**config.mk**
```make
export PLATFORM = sky130hd
export DESIGN_NAME = uart_frame_check
export DESIGN_NICKNAME = d
export VERILOG_FILES = /design/src/rtl/uart_frame_check.sv
export SDC_FILE = /design/constraint.sdc
export NUM_CORES = 1
export LEC_CHECK = 0
export CORE_MARGIN = 2
export CORE_UTILIZATION = 35
export CTS_CLUSTER_DIAMETER = 100
export DETAILED_ROUTE_END_ITERATION = 16
export PLACE_DENSITY = 0.61
export RECOVER_POWER = 50
export SLEW_MARGIN = 20
export SYNTH_ARGS = -nofsm -noshare
export SYNTH_HDL_FRONTEND = slang
export SYNTH_SLANG_ARGS = --single-unit
```
**constraint.sdc**
```tcl
create_clock -name clk -period 5.15 [get_ports clk]
set_clock_uncertainty 0.2 [all_clocks]
set_input_delay 0.515 -clock clk [delete_from_list [all_inputs] [get_ports clk]]
set_output_delay 0.515 -clock clk [all_outputs]
set_load 0.05 [all_outputs]
```
**src/rtl/uart_frame_check.sv**
```systemverilog
// -----------------------------------------------------------------------------
// uart_frame_check
//
// Per-frame checker for the UART receive path. It sits behind the bit sampler
// and is driven only by the sampler's strobes. It assembles DATA_W data bits
// LSB first and accumulates parity serially. Parity is checked in one of four
// modes (even / odd / mark / space), and one or two stop bits are checked.
// Each completed frame is presented with its error flags. Saturating counters
// track how many frames had errors.
//
// Parameters
//   DATA_W        data bits per frame (5..9)
//   CNT_W         width of each saturating error counter
//
// Ports
//   clk           system clock
//   rst           synchronous, active-high reset
//   cfg_par_en    1 = parity bit present (sampled at frame_start)
//   cfg_par_typ   00 even, 01 odd, 10 mark, 11 space (sampled at frame_start)
//   cfg_stop2     1 = two stop bits (sampled at frame_start)
//   frame_start   start bit validated; begins (or restarts) a frame
//   bit_stb       sampled_bit is valid this cycle
//   sampled_bit   sampled line value
//   clr_cnt       clear both error counters (wins over an increment)
//   rx_data       assembled data of the last completed frame
//   frame_valid   one-cycle pulse, frame complete
//   par_err       parity error of the last completed frame
//   stop_err      stop error of the last completed frame
//   par_err_cnt   saturating count of frames with a parity error
//   stop_err_cnt  saturating count of frames with a stop error
// -----------------------------------------------------------------------------
module uart_frame_check #(
    parameter int DATA_W = 8,
    parameter int CNT_W  = 8
) (
    input  logic              clk,
    input  logic              rst,
    input  logic              cfg_par_en,
    input  logic [1:0]        cfg_par_typ,
    input  logic              cfg_stop2,
    input  logic              frame_start,
    input  logic              bit_stb,
    input  logic              sampled_bit,
    input  logic              clr_cnt,
    output logic [DATA_W-1:0] rx_data,
    output logic              frame_valid,
    output logic              par_err,
    output logic              stop_err,
    output logic [CNT_W-1:0]  par_err_cnt,
    output logic [CNT_W-1:0]  stop_err_cnt
);

    typedef enum logic [2:0] {
        S_IDLE,
        S_DATA,
        S_PARITY,
        S_STOP1,
        S_STOP2,
        S_DONE
    } state_e;

    typedef enum logic [1:0] {
        PAR_EVEN  = 2'b00,
        PAR_ODD   = 2'b01,
        PAR_MARK  = 2'b10,
        PAR_SPACE = 2'b11
    } par_typ_e;

    localparam int                 BIT_CW   = $clog2(DATA_W + 1);
    localparam logic [BIT_CW-1:0]  BIT_LAST = BIT_CW'(DATA_W - 1);
    localparam logic [CNT_W-1:0]   CNT_MAX  = '1;

    state_e              state_q;
    logic                par_en_q;
    par_typ_e            par_typ_q;
    logic                stop2_q;
    logic [BIT_CW-1:0]   bit_cnt_q;
    logic                acc_q;
    logic [DATA_W-1:0]   shift_q;
    logic                par_flag_q;
    logic                stop_flag_q;

    logic [DATA_W-1:0]   rx_data_q;
    logic                frame_valid_q;
    logic                par_err_q;
    logic                stop_err_q;
    logic [CNT_W-1:0]    par_cnt_q;
    logic [CNT_W-1:0]    stop_cnt_q;

    logic                par_exp;
    logic [CNT_W-1:0]    par_cnt_d;
    logic [CNT_W-1:0]    stop_cnt_d;

    // Expected parity bit and next counter values. The counters only move on
    // the DONE cycle, so the flags from the frame that is finishing are used.
    always_comb begin
        // NOTE: every always_comb output gets a default first so no path can
        // leave it unassigned and infer a latch.
        par_exp    = acc_q;
        par_cnt_d  = par_cnt_q;
        stop_cnt_d = stop_cnt_q;

        case (par_typ_q)
            PAR_EVEN:  par_exp = acc_q;
            PAR_ODD:   par_exp = ~acc_q;
            PAR_MARK:  par_exp = 1'b1;
            PAR_SPACE: par_exp = 1'b0;
            default:   par_exp = acc_q;
        endcase

        // The clear has priority over a coincident increment.
        if (clr_cnt) begin
            par_cnt_d  = '0;
            stop_cnt_d = '0;
        end else if (state_q == S_DONE) begin
            if (par_flag_q && (par_cnt_q != CNT_MAX)) begin
                par_cnt_d = par_cnt_q + CNT_W'(1);
            end
            if (stop_flag_q && (stop_cnt_q != CNT_MAX)) begin
                stop_cnt_d = stop_cnt_q + CNT_W'(1);
            end
        end
    end

    // Frame FSM with registered outputs.
    always_ff @(posedge clk) begin
        // NOTE: state is updated with non-blocking assignments so every
        // register samples the pre-edge values and the order of statements
        // below does not create hidden dependencies.
        if (rst) begin
            state_q       <= S_IDLE;
            par_en_q      <= 1'b0;
            par_typ_q     <= PAR_EVEN;
            stop2_q       <= 1'b0;
            bit_cnt_q     <= '0;
            acc_q         <= 1'b0;
            shift_q       <= '0;
            par_flag_q    <= 1'b0;
            stop_flag_q   <= 1'b0;
            rx_data_q     <= '0;
            frame_valid_q <= 1'b0;
            par_err_q     <= 1'b0;
            stop_err_q    <= 1'b0;
            par_cnt_q     <= '0;
            stop_cnt_q    <= '0;
        end else begin
            frame_valid_q <= 1'b0;
            par_cnt_q     <= par_cnt_d;
            stop_cnt_q    <= stop_cnt_d;

            // Publish the finished frame. A frame_start on this same cycle
            // is handled below and overrides only the next state.
            if (state_q == S_DONE) begin
                frame_valid_q <= 1'b1;
                rx_data_q     <= shift_q;
                par_err_q     <= par_flag_q;
                stop_err_q    <= stop_flag_q;
                state_q       <= S_IDLE;
            end

            // frame_start wins over bit_stb in any state: the partial frame
            // is dropped and a fresh one begins with newly latched config.
            if (frame_start) begin
                par_en_q    <= cfg_par_en;
                par_typ_q   <= par_typ_e'(cfg_par_typ);
                stop2_q     <= cfg_stop2;
                bit_cnt_q   <= '0;
                acc_q       <= 1'b0;
                shift_q     <= '0;
                par_flag_q  <= 1'b0;
                stop_flag_q <= 1'b0;
                state_q     <= S_DATA;
            end else if (bit_stb) begin
                case (state_q)
                    S_DATA: begin
                        // Shift in at the MSB so the first bit ends up in bit 0.
                        shift_q   <= {sampled_bit, shift_q[DATA_W-1:1]};
                        acc_q     <= acc_q ^ sampled_bit;
                        bit_cnt_q <= bit_cnt_q + BIT_CW'(1);
                        if (bit_cnt_q == BIT_LAST) begin
                            state_q <= par_en_q ? S_PARITY : S_STOP1;
                        end
                    end
                    S_PARITY: begin
                        par_flag_q <= (sampled_bit != par_exp);
                        state_q    <= S_STOP1;
                    end
                    S_STOP1: begin
                        stop_flag_q <= ~sampled_bit;
                        state_q     <= stop2_q ? S_STOP2 : S_DONE;
                    end
                    S_STOP2: begin
                        stop_flag_q <= stop_flag_q | ~sampled_bit;
                        state_q     <= S_DONE;
                    end
                    default: begin
                        // IDLE and DONE ignore strobes.
                    end
                endcase
            end
        end
    end

    assign rx_data      = rx_data_q;
    assign frame_valid  = frame_valid_q;
    assign par_err      = par_err_q;
    assign stop_err     = stop_err_q;
    assign par_err_cnt  = par_cnt_q;
    assign stop_err_cnt = stop_cnt_q;

endmodule

```
==> impl_metrics.prom, run 1 <==
# TYPE chip_impl_metric gauge
chip_impl_metric{name="vias_per_cell",unit=""} 5.08
chip_impl_metric{name="seq_area_frac_synth",unit="%"} 47.8
chip_impl_metric{name="fp-row-count",unit=""} 27
chip_impl_metric{name="port_buffers",unit=""} 36
chip_impl_metric{name="synth_largest_type_area_fraction",unit="%"} 47.8
chip_impl_metric{name="worst_ir_drop_vdd",unit="V"} 0.000205
chip_impl_metric{name="async_reset_ff_share",unit="%"} 0
chip_impl_info{name="synth_area_leader_cell",value="sky130_fd_sc_hd__dfxtp_1"} 1
chip_impl_metric{name="timing.critical_path.required",unit="ps"} 5210
chip_impl_metric{name="number_of_maximum_capacitance_violations",unit=""} 0
chip_impl_metric{name="grt_antenna_before_repair",unit=""} 0
chip_impl_metric{name="clock.fmax",unit="MHz"} 387
chip_impl_metric{name="final_area",unit="sq um"} 2530
chip_impl_metric{name="synth.net_count",unit=""} 252
chip_impl_metric{name="postCtsResizedCells",unit=""} 0
chip_impl_info{name="grt_setup_unrepaired",value="false"} 1
chip_impl_metric{name="detailedPlace.worstSlack",unit="ps"} 2350
chip_impl_info{name="setup.worst_path.class",value="primary input to register"} 1
chip_impl_metric{name="syn_area_per_cell",unit="sq um"} 8.59
chip_impl_metric{name="slew_headroom",unit="%"} 39.9
chip_impl_metric{name="layout_setup_ws",unit="ps"} 2570
chip_impl_metric{name="netlist-cell-type-count",unit=""} 43
chip_impl_metric{name="dp.final_hpwl",unit="mm"} 2.96
chip_impl_metric{name="intPower",unit="uW"} 490
chip_impl_metric{name="clock_power_share",unit="%"} 35.0
chip_impl_metric{name="areaGrowthSynthToFinish",unit="%"} 23.4
chip_impl_metric{name="grt-ovfl-total",unit=""} 0
chip_impl_metric{name="htreeDepth",unit=""} 2
chip_impl_metric{name="placeableCoreArea",unit="sq um"} 5570
chip_impl_metric{name="io-pin-count",unit=""} 37
chip_impl_metric{name="first_pass_grt_wire_length",unit="mm"} 6.78
chip_impl_info{name="root_buffer",value="sky130_fd_sc_hd__clkbuf_8"} 1
chip_impl_metric{name="initial_utilization",unit="%"} 36.8
chip_impl_metric{name="setup_total_negative_slack",unit="ps"} 0
chip_impl_metric{name="synth-edff-count",unit=""} 0
chip_impl_metric{name="chipWidth",unit="um"} 80.6
chip_impl_metric{name="routed-via-count",unit=""} 1743
chip_impl_metric{name="timing.final.crit_period",unit="ps"} 2580
chip_impl_metric{name="switching_share",unit="%"} 23.7
chip_impl_metric{name="insertedDiodeCount",unit=""} 0
chip_impl_metric{name="synth_cells",unit=""} 239
chip_impl_metric{name="wl_per_cell",unit="um"} 12.1
chip_impl_metric{name="grt_pass1_vias",unit=""} 1521
chip_impl_metric{name="cts.clk_slew.worst_paths",unit="ps"} 90
chip_impl_info{name="run_status",value="completed"} 1
chip_impl_metric{name="place_congestion",unit=""} 0.804
chip_impl_metric{name="final_nets",unit=""} 283
chip_impl_info{name="crit_path_start_kind",value="primary input"} 1
chip_impl_metric{name="drt_drc_violations_left",unit=""} 0
chip_impl_metric{name="cp_max_fo",unit=""} 20
chip_impl_metric{name="placed_area",unit="sq um"} 2450
chip_impl_metric{name="cts_setup_buffers",unit=""} 0
chip_impl_metric{name="combPwrFrac",unit="%"} 5.0
chip_impl_info{name="setup.worst_path.end_class",value="register"} 1
chip_impl_metric{name="tightestPinTransition",unit="ps"} 902
chip_impl_metric{name="synthesis.area",unit="sq um"} 2050
chip_impl_metric{name="layout_cell_share_with_drive_strength_beyond_1",unit="%"} 4.06
chip_impl_info{name="clock_tree_from_tritoncts",value="yes"} 1
chip_impl_info{name="ys.flop_type",value="sky130_fd_sc_hd__dfxtp_1"} 1
chip_impl_metric{name="reported_leakage_power",unit="uW"} 0.000857
chip_impl_metric{name="totalWireLength",unit="mm"} 4.16
chip_impl_metric{name="finalMaxSlewViolations",unit=""} 0
chip_impl_metric{name="timing_hold_violations_final",unit=""} 0
chip_impl_info{name="hold_class",value="register to register"} 1
chip_impl_metric{name="die_h",unit="um"} 80.6
chip_impl_metric{name="cts_buffer_depth",unit=""} 2
chip_impl_metric{name="cts.sink_count",unit=""} 49
chip_impl_metric{name="setup_viol",unit=""} 0
chip_impl_metric{name="total_number_of_yosys_warnings",unit=""} 0
chip_impl_info{name="post_synth_main_area_contributors",value="sky130_fd_sc_hd__dfxtp_1 (48%), sky130_fd_sc_hd__nand2_1 (8.8%), sky130_fd_sc_hd__a21oi_1 (7.1%)"} 1
chip_impl_metric{name="drt-pass1-iter-count",unit=""} 4
chip_impl_metric{name="tritoncts.num_buffers",unit=""} 5
chip_impl_metric{name="seqPwrFrac",unit="%"} 60.1
chip_impl_metric{name="antenna_violating_nets_post_route",unit=""} 0
chip_impl_metric{name="die_area",unit="sq um"} 6490
chip_impl_metric{name="grt_start_max_net_pins",unit=""} 21
chip_impl_metric{name="detail_route.iter0.violations",unit=""} 53
chip_impl_metric{name="worst-endpoint-arrival",unit="ps"} 2640
chip_impl_metric{name="power_per_cell_area",unit="nW/um^2"} 253
chip_impl_metric{name="ys_seq_elements",unit=""} 49
chip_impl_metric{name="grt_use_total",unit="%"} 13.4
chip_impl_metric{name="p_sw",unit="uW"} 152
chip_impl_metric{name="insertion_delay",unit="ps"} 300
chip_impl_metric{name="finalCritPeriodShare",unit="%"} 50.1
chip_impl_metric{name="hold_buffers",unit=""} 0
-- power by group through the flow --
stage,Sequential (uW),Combinational (uW),Clock [uW]
after global routing,386,35.7,246
after CTS,385,33.5,234
final,385,32.1,224
after global placement,394,33.3,0
after detailed placement,394,33.4,0
after floorplan,392,24.1,0
-- kinds of logic after synthesis --
kind of cell	share of synthesized area, %
flops	47.8
xor+xnor	5.12
compound gates	14.5
mux	3.41
simple gates	24.2
fa+ha+maj	1.83
buf+inv	3.17
-- routing by layer --
layer / up-vias / global-route usage (%) / part of all wire, %
met5: - / 0 / 0
met4: 0 / 6.10 / 1.3
li1: 887 / - / -
met1: 818 / 17.5 / 51
met3: 4 / 3.48 / 4.8
met2: 34 / 20.8 / 43
-- worst paths after layout --
| kind | startpoint | end | slack, ps | depth (start not counted) |
|---|---|---|---|---|
| setup reg to reg | state_q[0] | par_err_cnt[7] | 3260 | 4 |
| hold reg to reg | shift_q[0] | shift_q[0] | 260 | 2 |
| hold / removal | shift_q[0] | shift_q[0] | 260 | 2 |
| setup / recovery | rst | stop_err_cnt[4] | 2570 | 4 |
-- state kept, by name, summed over array words and instances, names as in the netlist, named ones only --
name          cells
par_en_q          1
frame_valid       1
shift_q           8
par_err_cnt       8
rx_data           8
par_err           1
bit_cnt_q         4
stop2_q           1
state_q           2
acc_q             1
par_typ_q         2
stop_flag_q       1
stop_err_cnt      8
par_flag_q        1
stop_err          1
-- cell usage in the layout (no fill, tap or decap), drive strengths merged, types with 4 or more instances in the layout --
cell           netlist  routed
o21ai                8       8
clkbuf               9       5
nand4                5       5
xnor2                4       4
or3                  4       4
mux2i                7       7
a21oi               29      29
xor2                 8       8
nand3                4       4
clkdlybuf4s50        0      35
dfxtp               49      49
o211ai               4       4
nand2               48      48
nor2                22      22
-- cell type report --
cell class / instances / area [sq um]
Clock buffer: 5 / 68.8
Timing Repair Buffer: 36 / 360
Inverter: 3 / 11.3
Multi-Input combinational cell: 175 / 1000
Sequential cell: 49 / 981
Tap cell: 72 / 90.1
Fill cell: 577 / 3040
Clock inverter: 3 / 17.5
-- stage by stage --
stage	hold WS, ps	util (%)	instances	power [uW]
2_1_floorplan	232	-	239	417
3_3_place_gp	246	43.9	335	428
3_5_place_dp	248	43.9	335	428
4_1_cts	261	45.5	343	653
5_1_grt	278	45.4	343	668
6_report	260	45.4	343	642
-- cell usage after synthesis, types with 2 or more instances --
cell	n
sky130_fd_sc_hd__o31ai_1	2
sky130_fd_sc_hd__nand2_1	48
sky130_fd_sc_hd__xor2_1	8
sky130_fd_sc_hd__or2_2	2
sky130_fd_sc_hd__mux2i_1	7
sky130_fd_sc_hd__nor2_1	22
sky130_fd_sc_hd__or3_1	4
sky130_fd_sc_hd__xnor2_1	4
sky130_fd_sc_hd__buf_4	2
sky130_fd_sc_hd__and3_1	2
sky130_fd_sc_hd__a21oi_1	29
sky130_fd_sc_hd__o21ai_0	6
sky130_fd_sc_hd__ha_1	3
sky130_fd_sc_hd__nand3_1	4
sky130_fd_sc_hd__clkbuf_1	9
sky130_fd_sc_hd__or4_1	3
sky130_fd_sc_hd__o211ai_1	4
sky130_fd_sc_hd__dfxtp_1	49
sky130_fd_sc_hd__nand4_1	5
sky130_fd_sc_hd__inv_1	3
-- worst max-delay path, cell delays in order --
cell	delay [ps]
sky130_fd_sc_hd__dlygate4sd3_1	810
sky130_fd_sc_hd__or2_0	630
sky130_fd_sc_hd__or4_1	610
sky130_fd_sc_hd__nand2_1	70
Note: power is estimated with default switching activity, not from simulation.
==> run 2: changes to the inputs <==
- PLACE_DENSITY: 0.61 -> 0.63
- clock period: 5.15 -> 2.1 ns (I/O delays scaled with it)
==> run 2 against run 1 <==
- total power grew 140%
- final cell count grew 1.2%
- non-clock buffer count grew 6
- utilization grew 0.22 points
- flip-flop and latch count is the same
- final area grew 0.49%
- die area is the same
- routed wire length grew 2.5%
- critical path depth shrank 3
- hold slack is essentially flat
- register-to-register slack lost 3100 ps
- critical path type is now register to output pin
- largest power group unchanged
==> impl_metrics.prom, run 2 (synthesis gave the netlist of run 1 again) <==
# TYPE chip_impl_metric gauge
chip_impl_metric{name="cts_buffer_depth",unit=""} 2
chip_impl_metric{name="totalWireLength",unit="mm"} 4.26
chip_impl_metric{name="finalPower",unit="uW"} 1540
chip_impl_info{name="timing.critical_path.slowest_stage_cell",value="sky130_fd_sc_hd__clkdlybuf4s50_1"} 1
chip_impl_metric{name="seqPwrFrac",unit="%"} 61.0
chip_impl_info{name="most-common-layout-cells",value="sky130_fd_sc_hd__dfxtp_1 (49), sky130_fd_sc_hd__nand2_1 (48), sky130_fd_sc_hd__clkdlybuf4s50_1 (35)"} 1
chip_impl_metric{name="cts.clk_slew.worst_paths",unit="ps"} 80
chip_impl_metric{name="slew_headroom",unit="%"} 39.6
chip_impl_metric{name="tritoncts.num_buffers",unit=""} 5
chip_impl_metric{name="die_h",unit="um"} 80.6
chip_impl_metric{name="tightestPinTransition",unit="ps"} 906
chip_impl_info{name="critical_path.cell_chain",value="clkdlybuf4s50_1"} 1
chip_impl_metric{name="setup_viol",unit=""} 0
chip_impl_metric{name="finalCritPeriodShare",unit="%"} 95.0
chip_impl_metric{name="fp-row-count",unit=""} 27
chip_impl_metric{name="switching_share",unit="%"} 22.4
chip_impl_metric{name="clock_power_share",unit="%"} 33.0
chip_impl_metric{name="die_area",unit="sq um"} 6490
chip_impl_metric{name="final_nets",unit=""} 289
chip_impl_metric{name="htreeDepth",unit=""} 2
chip_impl_metric{name="drt-pass1-iter-count",unit=""} 4
chip_impl_metric{name="first_pass_grt_wire_length",unit="mm"} 7.10
chip_impl_metric{name="io-pin-count",unit=""} 37
chip_impl_metric{name="path_buf_inv",unit=""} 1
chip_impl_metric{name="cts.sink_count",unit=""} 49
chip_impl_metric{name="timing_hold_violations_final",unit=""} 0
chip_impl_metric{name="chipWidth",unit="um"} 80.6
chip_impl_metric{name="grt-ovfl-total",unit=""} 0
chip_impl_metric{name="layout_cell_share_with_drive_strength_beyond_1",unit="%"} 4.73
chip_impl_metric{name="timing.final.crit_period",unit="ps"} 1990
chip_impl_metric{name="grt_use_total",unit="%"} 13.9
chip_impl_metric{name="grt_pass1_vias",unit=""} 1565
chip_impl_metric{name="worst_ir_drop_vdd",unit="V"} 0.000261
chip_impl_metric{name="antenna_violating_nets_post_route",unit=""} 0
chip_impl_metric{name="hold_buffers",unit=""} 0
chip_impl_metric{name="finalMaxSlewViolations",unit=""} 0
chip_impl_metric{name="dp.final_hpwl",unit="mm"} 3.12
chip_impl_metric{name="insertion_delay",unit="ps"} 300
chip_impl_metric{name="vias_per_cell",unit=""} 5.05
chip_impl_info{name="grt_setup_unrepaired",value="false"} 1
chip_impl_metric{name="detail_route.iter0.violations",unit=""} 64
chip_impl_info{name="leading_cell_type_in_the_layout_fill_and_taps_excluded",value="sky130_fd_sc_hd__dfxtp_1"} 1
chip_impl_metric{name="port_buffers",unit=""} 36
chip_impl_metric{name="reg2reg_setup_slack",unit="ps"} 140
chip_impl_metric{name="clock.fmax",unit="MHz"} 501
chip_impl_metric{name="setup_total_negative_slack",unit="ps"} 0
chip_impl_metric{name="grt_start_max_net_pins",unit=""} 18
chip_impl_metric{name="areaGrowthSynthToFinish",unit="%"} 24.0
chip_impl_info{name="path_delay_family",value="buffers and inverters"} 1
chip_impl_metric{name="wl_per_cell",unit="um"} 12.3
chip_impl_info{name="clock_tree_from_tritoncts",value="yes"} 1
chip_impl_info{name="setup.worst_path.end_class",value="output pin"} 1
chip_impl_metric{name="final_area",unit="sq um"} 2540
chip_impl_info{name="run_status",value="completed"} 1
chip_impl_metric{name="placeableCoreArea",unit="sq um"} 5570
chip_impl_metric{name="power_per_cell_area",unit="nW/um^2"} 607
chip_impl_metric{name="intPower",unit="uW"} 1200
chip_impl_metric{name="cts_setup_buffers",unit=""} 0
chip_impl_metric{name="combPwrFrac",unit="%"} 6.0
chip_impl_metric{name="initial_utilization",unit="%"} 36.8
chip_impl_info{name="crit_path_start_kind",value="register"} 1
chip_impl_info{name="root_buffer",value="sky130_fd_sc_hd__clkbuf_8"} 1
chip_impl_metric{name="cp_slowest_stage_delay",unit="ps"} 840
chip_impl_metric{name="p_sw",unit="uW"} 346
chip_impl_metric{name="cp_max_fo",unit=""} 7
chip_impl_metric{name="placed_area",unit="sq um"} 2490
chip_impl_metric{name="drt_drc_violations_left",unit=""} 0
chip_impl_info{name="setup.worst_path.class",value="register to output pin"} 1
chip_impl_info{name="hold_class",value="register to register"} 1
chip_impl_metric{name="place_congestion",unit=""} 0.814
chip_impl_metric{name="timing.critical_path.required",unit="ps"} 1690
chip_impl_metric{name="insertedDiodeCount",unit=""} 0
chip_impl_metric{name="number_of_maximum_capacitance_violations",unit=""} 0
chip_impl_metric{name="grt_antenna_before_repair",unit=""} 0
chip_impl_metric{name="postCtsResizedCells",unit=""} 0
chip_impl_metric{name="reported_leakage_power",unit="uW"} 0.000877
chip_impl_metric{name="worst-endpoint-arrival",unit="ps"} 1580
chip_impl_metric{name="routed-via-count",unit=""} 1751
## run 2: cell types whose count changed in the layout (fill, tap and decap cells not counted), sizes merged
cell and change:
clkbuf +2, clkinv -1, buf +4, clkinvlp -1
## run 2: worst paths after layout
kind,from,endpoint,depth (start not counted)
worst min-delay path,rx_data[0],rx_data[0],2
worst min register to register,rx_data[0],rx_data[0],2
worst max-delay path,par_err_cnt[3],par_err_cnt[3],1
worst max register to register,register,par_err_cnt[5],4
## run 2: per-layer routing
metal | share of wire [%] | track usage (%)
met3 | 5.3 | 3.71
met4 | 0.73 | 4.92
met5 | 0 | 0
met1 | 48 | 18.4
met2 | 46 | 21.9
## run 2: power groups by stage
stage / logic (uW) / clock network, uW / registers, uW
finish: 92.2 / 510 / 942
CTS: 95.3 / 529 / 942
floorplan: 59.1 / 0 / 963
global route: 102 / 571 / 944
detailed placement: 94.9 / 0 / 964
global placement: 94.8 / 0 / 965
## run 2: metrics by stage
step                std cells  setup WS, ps  hold slack (ps)  utilization [%]
finish                    347           106              260             45.7
global route              347          28.6              290             45.7
CTS                       347          93.8              263             46.1
detailed placement        341           280              252             44.7
global placement          341           294              246             44.7
floorplan                 239           164              157                -
## run 2: final cells by class
cell class | count | area (sq um)
Sequential cell | 49 | 981
Inverter | 3 | 11.3
Clock inverter | 1 | 5.00
Tap cell | 72 | 90.1
Clock buffer | 5 | 68.8
Multi-Input combinational cell | 175 | 991
Fill cell | 561 | 3030
Timing Repair Buffer | 42 | 398
==> run 3: changes to the inputs <==
- TNS_END_PERCENT: not set -> 50
==> results of run 3 <==
The final DEF is identical to that of run 2; final timing and power are the same.
